## config.mk

```make
export PLATFORM = sky130hd
export DESIGN_NAME = sample_streamer
export DESIGN_NICKNAME = d
export VERILOG_FILES = /design/src/rtl/sample_streamer.sv
export SDC_FILE = /design/constraint.sdc
export NUM_CORES = 1
export LEC_CHECK = 0
export CAP_MARGIN = 5
export CORE_MARGIN = 5
export CORE_UTILIZATION = 40
export CTS_BUF_LIST = sky130_fd_sc_hd__clkbuf_4
export CTS_CLUSTER_DIAMETER = 40
export CTS_CLUSTER_SIZE = 8
export DETAILED_ROUTE_END_ITERATION = 8
export GPL_TIMING_DRIVEN = 0
export HOLD_SLACK_MARGIN = 0.03
export PLACE_DENSITY = 0.77
export SLEW_MARGIN = 20
export SYNTH_ARGS = -nofsm -noshare
export SYNTH_HDL_FRONTEND = slang
export SYNTH_SLANG_ARGS = --single-unit
```

## constraint.sdc

```tcl
create_clock -name clk -period 7.5 [get_ports clk]
set_clock_uncertainty 0.15 [all_clocks]
set_input_delay 1.5 -clock clk [delete_from_list [all_inputs] [get_ports clk]]
set_output_delay 1.5 -clock clk [all_outputs]
set_load 0.05 [all_outputs]
```

## src/rtl/sample_streamer.sv

```systemverilog
// Streams 16-bit samples from a looped RAM region, one word transfer per audio tick.
// Define SAMPLE_STREAMER_RECORD_EN to enable write (record) transfers.
module sample_streamer #(
   parameter int ADDR_W  = 23,
   parameter int TIMEOUT = 15
) (
   input  logic              clk,
   input  logic              rst,
   input  logic              tick,
   input  logic              play,
   input  logic              record,
   input  logic [ADDR_W-1:0] loop_start,
   input  logic [ADDR_W-1:0] loop_end,
   input  logic [15:0]       rec_sample,
   output logic              mem_req,
   output logic              mem_we,
   output logic [ADDR_W-1:0] mem_addr,
   output logic [15:0]       mem_wdata,
   input  logic [15:0]       mem_rdata,
   input  logic              mem_done,
   output logic [15:0]       sample_out,
   output logic              sample_valid,
   output logic              overrun,
   output logic              timeout_err
);

   localparam logic [1:0] S_IDLE = 2'd0;
   localparam logic [1:0] S_ARM  = 2'd1;
   localparam logic [1:0] S_XFER = 2'd2;
   localparam logic [1:0] S_DONE = 2'd3;

   localparam int               CNT_W    = $clog2(TIMEOUT + 1);
   localparam logic [CNT_W-1:0] CNT_LAST = CNT_W'(TIMEOUT - 1);

   logic [1:0]        state_q, state_d;
   logic [ADDR_W-1:0] addr_q, addr_d;
   logic [CNT_W-1:0]  cnt_q, cnt_d;
   logic              mem_req_q, mem_req_d;
   logic              mem_we_q, mem_we_d;
   logic [15:0]       mem_wdata_q, mem_wdata_d;
   logic [15:0]       sample_out_q, sample_out_d;
   logic              sample_valid_q, sample_valid_d;
   logic              overrun_q, overrun_d;
   logic              timeout_err_q, timeout_err_d;
   logic              play_prev_q;

   logic              wr_sel;
   logic [15:0]       wr_data;

`ifdef SAMPLE_STREAMER_RECORD_EN
   assign wr_sel  = record;
   assign wr_data = record ? rec_sample : 16'h0000;
`else
   // Playback-only build: record inputs are deliberately left unused.
   logic unused_rec;
   assign unused_rec = ^{record, rec_sample};
   assign wr_sel     = 1'b0;
   assign wr_data    = 16'h0000;
`endif

   always_comb begin
      // NOTE: every _d gets a default first so no path through the case infers a latch.
      state_d        = state_q;
      addr_d         = addr_q;
      cnt_d          = cnt_q;
      mem_req_d      = mem_req_q;
      mem_we_d       = mem_we_q;
      mem_wdata_d    = mem_wdata_q;
      sample_out_d   = sample_out_q;
      sample_valid_d = 1'b0;
      overrun_d      = overrun_q;
      timeout_err_d  = timeout_err_q;

      case (state_q)
         S_IDLE: begin
            if (play && !play_prev_q) begin
               addr_d  = loop_start;
               state_d = S_ARM;
            end
         end
         S_ARM: begin
            if (!play) begin
               state_d = S_IDLE;
            end else if (tick) begin
               state_d     = S_XFER;
               cnt_d       = '0;
               mem_req_d   = 1'b1;
               mem_we_d    = wr_sel;
               mem_wdata_d = wr_data;
            end
         end
         S_XFER: begin
            if (tick) overrun_d = 1'b1;
            // A completion in the final counted cycle still wins over the abort.
            if (mem_done) begin
               state_d   = S_DONE;
               mem_req_d = 1'b0;
               if (!mem_we_q) begin
                  sample_out_d   = mem_rdata;
                  sample_valid_d = 1'b1;
               end
            end else if (cnt_q == CNT_LAST) begin
               state_d       = S_DONE;
               mem_req_d     = 1'b0;
               timeout_err_d = 1'b1;
            end else begin
               cnt_d = cnt_q + 1'b1;
            end
         end
         S_DONE: begin
            if (tick) overrun_d = 1'b1;
            addr_d  = (addr_q >= loop_end) ? loop_start : addr_q + 1'b1;
            state_d = play ? S_ARM : S_IDLE;
         end
         default: state_d = S_IDLE;
      endcase
   end

   always_ff @(posedge clk) begin
      // NOTE: sequential state uses non-blocking assignments only.
      if (rst) begin
         state_q        <= S_IDLE;
         addr_q         <= '0;
         cnt_q          <= '0;
         mem_req_q      <= 1'b0;
         mem_we_q       <= 1'b0;
         mem_wdata_q    <= 16'h0000;
         sample_out_q   <= 16'h0000;
         sample_valid_q <= 1'b0;
         overrun_q      <= 1'b0;
         timeout_err_q  <= 1'b0;
         play_prev_q    <= 1'b0;
      end else begin
         state_q        <= state_d;
         addr_q         <= addr_d;
         cnt_q          <= cnt_d;
         mem_req_q      <= mem_req_d;
         mem_we_q       <= mem_we_d;
         mem_wdata_q    <= mem_wdata_d;
         sample_out_q   <= sample_out_d;
         sample_valid_q <= sample_valid_d;
         overrun_q      <= overrun_d;
         timeout_err_q  <= timeout_err_d;
         play_prev_q    <= play;
      end
   end

   // The word pointer only moves outside XFER, so it doubles as the request address.
   assign mem_addr     = addr_q;
   assign mem_req      = mem_req_q;
   assign mem_we       = mem_we_q;
   assign mem_wdata    = mem_wdata_q;
   assign sample_out   = sample_out_q;
   assign sample_valid = sample_valid_q;
   assign overrun      = overrun_q;
   assign timeout_err  = timeout_err_q;

endmodule

```

**Word-level counts from Yosys, hierarchy flattened**

Index checks and enable logic that the tools add are counted.

- Flip-flop bits (word level): 50
- Input port bits: 84
- Word-level logic and storage cells: 59

- Add/sub/neg operators: 2
- Order comparisons: 1
- Eq/ne operators: 11
- Muxes and demuxes: 20
- Bitwise gates (word level): 2
- Reduce and logical (&&, ||, !) cells: 14

Operator list:

| cell | count |
|---|---|
| $mux W23 | 2 |
| $pmux W23 S2 | 1 |
| $add A23 B1 Y23 const B | 1 |
| $ge A23 B23 Y1 | 1 |
| $mux W4 | 4 |
| $mux W2 | 5 |
| $ne A2 B2 Y1 const B | 5 |
| $pmux W2 S4 | 1 |
| $pmux W4 S2 | 1 |
| $ne A3 B3 Y1 const B | 2 |
| $reduce_and A2 Y1 | 3 |
| $reduce_and A3 Y1 | 2 |
| $mux W1 | 5 |
| $reduce_and A5 Y1 | 1 |
| $add A4 B1 Y4 const B | 1 |
| $eq A2 B2 Y1 const B | 2 |
| $eq A4 B4 Y1 const B | 1 |
| $reduce_and A4 Y1 | 1 |
| $reduce_bool A2 Y1 | 2 |
| $reduce_or A3 Y1 | 1 |
| $eq A2 B1 Y1 const B | 1 |
| $logic_not A2 Y1 | 1 |
| $not A1 Y1 | 2 |
| $pmux W1 S2 | 1 |
| 3 further kinds | 3 |

**Logic depth before layout (Yosys ltp)**

Gate-level depths: netlist of the first run.

- Depth in word-level cells: 4
- Gate-level depth with buffers: 10
- Gate-level depth less buffers: 8

**Worst setup path after synthesis of the first run**

No wires, ideal clock.

- Path type: input -> register
- From: input loop_end[10]
- To: register addr_q[14] (netlist: mem_addr[14])
- Arrival: 3.271 ns
- Path slack: 3.999 ns
- Stages on the path: 8
- Buffers on the path: 0
- Cell sequence: inv_1 -> ha_1 -> a21oi_1 -> o21ai_1 -> a2111oi_4 -> o211ai_4 -> or4_1 -> a41oi_1

- Longest elaborated chain between the ends: 3

Ends and longest elaborated chain:

| what | RTL line | text |
|---|---|---|
| from (decl) | 13 | `input logic [ADDR_W-1:0] loop_end,` |
| $ge A23 B23 Y1 | 112 | `addr_d = (addr_q >= loop_end) ? loop_start : addr_q + 1'b1;` |
| $mux W23 | 112 |  |
| $pmux W23 S2 | 74 | `case (state_q)` |
| to (signal assigned) | 135 | `addr_q <= addr_d;` |
| to (decl) | 36 | `logic [ADDR_W-1:0] addr_q, addr_d;` |

Every way passes these cells.
A chain may end at the register's enable or synchronous reset.

**Worst setup path in the final report of the first run**

- From: input loop_end[22]
- To: register addr_q[1] (netlist: mem_addr[1])

The elaborated chain is that of the path after synthesis.

==> reports/qor.txt, run 1 <==
Hold Buf Count CTS: 0
Post-CTS Setup Inserts: 0
count of final max-slew check failures: 0
setup_tns: 0 ns
row cnt: 32
Layout Utilization: 0.588
GRT Util Overall: 0.193
DR pass1 iterations: 5
final worst slack: 3.44 ns
Die Area: 9980 sq um
Syn Std Cell Area: 3230 sq um
type of origin of the critical path: primary input
Syn-to-layout area delta: 42.0%
Fmax: 0.247 GHz
Root Buffer: clkbuf_4
number of setup violations in the final report: 0
Tightest Pin Transition: 0.720 ns
# resized after CTS: 0
placer congestion estimate: 0.949
Cell variety after synth: 50
ant diodes: 0
hold slack: 0.314 ns
worst min-delay path category: register to register
Core Footprint: 7810 sq um
leakage power: 1.79 nW
Max transition margin: 0.519
FF+latch count, synth: 50
Sw Share: 0.346
routed len/inst: 15.2 um
Clock transition at path regs: 0.16 ns
Required @ worst endpoint: 7.63 ns
HPWL after detailed placement: 7.78 mm
CP Class: primary input to register
Vias/cell: 5.32
area of the multi-input gates: 1960 sq um
CP max FO: 10
DRC Markers: 0
status: finished, final reports clean
H-tree levels: 2
antenna violations before repair: 0
Top Ports: 144
Sequential Power Share: 0.446
maxcap violations: 0
Net Sw Power: 0.000230 W
pin count of the biggest net entering global routing: 17
RSZ-0062 raised after global routing: false
VDD IR max: 0.0000717 V
Combinational Power Share: 0.309
NumNets Final: 657
Post-synth EDFFs: 0
Reg area: 1000 sq um
minimum clock period: 4.06 ns
pre-CTS worst setup slack: 3.10 ns
via count: 3460
PD cells: 145 nW/um^2
Pint: 0.000436 W
final hold vios: 0
Final Cycle Share: 0.541
Routed Wire Length: 9.86 mm
Design Power: 0.000666 W
clk_lat worst skew: 0.37 ns
Synth Area per Inst: 7.79 sq um
Synth warnings: 0
Starting Density: 0.414
clock tree buffer depth: 2
Fill cells: 747
CTS tree: yes
clock sink count: 50
DR iter-0 viols: 196
vias in the first global route: 3413
first-pass GRT wire length: 16.0 mm
share of layout cells above drive strength 1: 0.0803
Congestion Overflow GR: 0
clock power share: 0.245
CP Data Arrival Time: 4.19 ns
post-synthesis cell count: 415
antenna-violating nets left: 0
total CTS buffers: 5
sequential share of the synthesized area: 0.310
ys flop type: dfxtp_1
ys async rst share: 0
Die H: 99.9 um
DIE WIDTH: 99.9 um
Worst setup EP type: register
Buffers on Ports: 109
[flip-flops by register name, indices dropped and copies added, names as in the netlist, named ones only]
register and flops:
play_prev_q 1, state_q 1, cnt_q 4, sample_valid 1, mem_addr 23, overrun 1, timeout_err 1, sample_out 16
mem_req 1
[worst paths after layout]
check                                    from            end  slack (ns)  cells past startpoint
worst min register to register  sample_out[8]  sample_out[8]        0.31                      2
worst max-delay path             loop_end[22]    mem_addr[1]        3.44                     10
worst max register to register   mem_addr[21]    mem_addr[1]        4.65                      8
worst min-delay path            sample_out[8]  sample_out[8]        0.31                      2
[metrics by stage]
stage               instances  area, sq um
finish                    650         4590
global route              650         4590
CTS                       650         4590
detailed placement        642         4510
global placement          642         4510
floorplan                 431         3290
[placed cells by master, fill, tap and decap left out, drive strengths merged, types with 2 or more instances in the layout]
cell type	Yosys	routed
clkdlybuf4s50	0	109
nand2	65	65
dfxtp	50	50
inv	30	31
nand3	28	28
a21oi	27	27
ha	26	26
buf	24	24
o21ai	22	22
nor2	21	21
nor3	17	17
conb	1	17
clkbuf	11	16
a31oi	11	11
and3	9	9
a2111oi	8	8
a211oi	7	7
nor2b	6	6
nand4	6	6
and2	5	5
or4	5	5
mux2i	4	4
nand2b	3	3
a2bb2oi	3	3
and4	2	2
a211o	2	2
a311oi	2	2
xnor2	2	2
or3	2	2
a41oi	2	2
nor4	2	2
[metal layers]
metal / up-vias / wire [um] / GRT usage
met5: - / 0 / 0
met4: 0 / 134 / 0.0588
met3: 10 / 792 / 0.0493
met2: 135 / 4940 / 0.335
met1: 1606 / 3990 / 0.233
li1: 1709 / - / -
[cell families after synthesis]
kind of cell | count (synthesis) | synth area share
AOI/OAI and AO/OA | 92 | 0.206
adders and majority gates | 26 | 0.101
xor gates and xnor gates | 3 | 0.00813
DFF | 50 | 0.310
other | 1 | 0.00116
muxes | 4 | 0.0124
buffers and inverters | 65 | 0.103
and+or+nand+nor | 174 | 0.259
[layout make-up]
type | instances | share of cell area
multi-input combinational | 316 | 0.427
tap | 102 | 0.0278
clock buffer | 5 | 0.00817
sequential | 50 | 0.218
timing repair buffer | 109 | 0.238
inverter | 30 | 0.0245
clock inverter | 3 | 0.00926
buffer | 35 | 0.0477
[power groups by stage]
stage	Combinational [W]	Sequential [W]	Clock, W
final	0.000206	0.000297	0.000163
after global routing	0.000223	0.000300	0.000176
after CTS	0.000206	0.000297	0.000166
after detailed placement	0.000205	0.000303	0
after global placement	0.000201	0.000302	0
after floorplan	0.0000912	0.000337	0
[critical path, cell delays in order]
cell and delay, ns:
clkdlybuf4s50_1 0.46, inv_1 0.04, ha_1 0.29, nand3_1 0.11
nor3_1 0.56, inv_1 0.19, o211ai_4 0.36, buf_2 0.32
nand2_1 0.08, a311oi_1 0.28
[cells in the mapped netlist (6+ instances only)]
library cell | n | area share
a211oi_1 | 6 | 0.014
a21oi_1 | 26 | 0.040
a31oi_1 | 11 | 0.021
and3_1 | 9 | 0.017
buf_4 | 18 | 0.042
clkbuf_1 | 11 | 0.013
dfxtp_1 | 50 | 0.31
ha_1 | 26 | 0.10
inv_1 | 30 | 0.035
nand2_1 | 65 | 0.075
nand3_1 | 28 | 0.043
nand4_1 | 6 | 0.012
nor2_1 | 21 | 0.024
nor2b_1 | 6 | 0.012
nor3_1 | 17 | 0.026
o21ai_0 | 20 | 0.031
No activity file was read; power rests on OpenSTA's default activity.
==> run 2, diff against run 1 <==
Clock period 7.5 ns to 3.75 ns, I/O delays scaled along.
==> results of run 2 <==
Same layout as run 1 (identical final DEF). Status: finished, final reports clean.
Among the figures that moved: setup slack after placement 3.10 ns -> 0.103 ns; setup slack after layout 3.44 ns -> 0.444 ns; register-to-register setup slack 4.65 ns -> 0.90 ns; total power 0.000666 W -> 0.00133 W; worst IR drop on VDD 0.0000717 V -> 0.000143 V
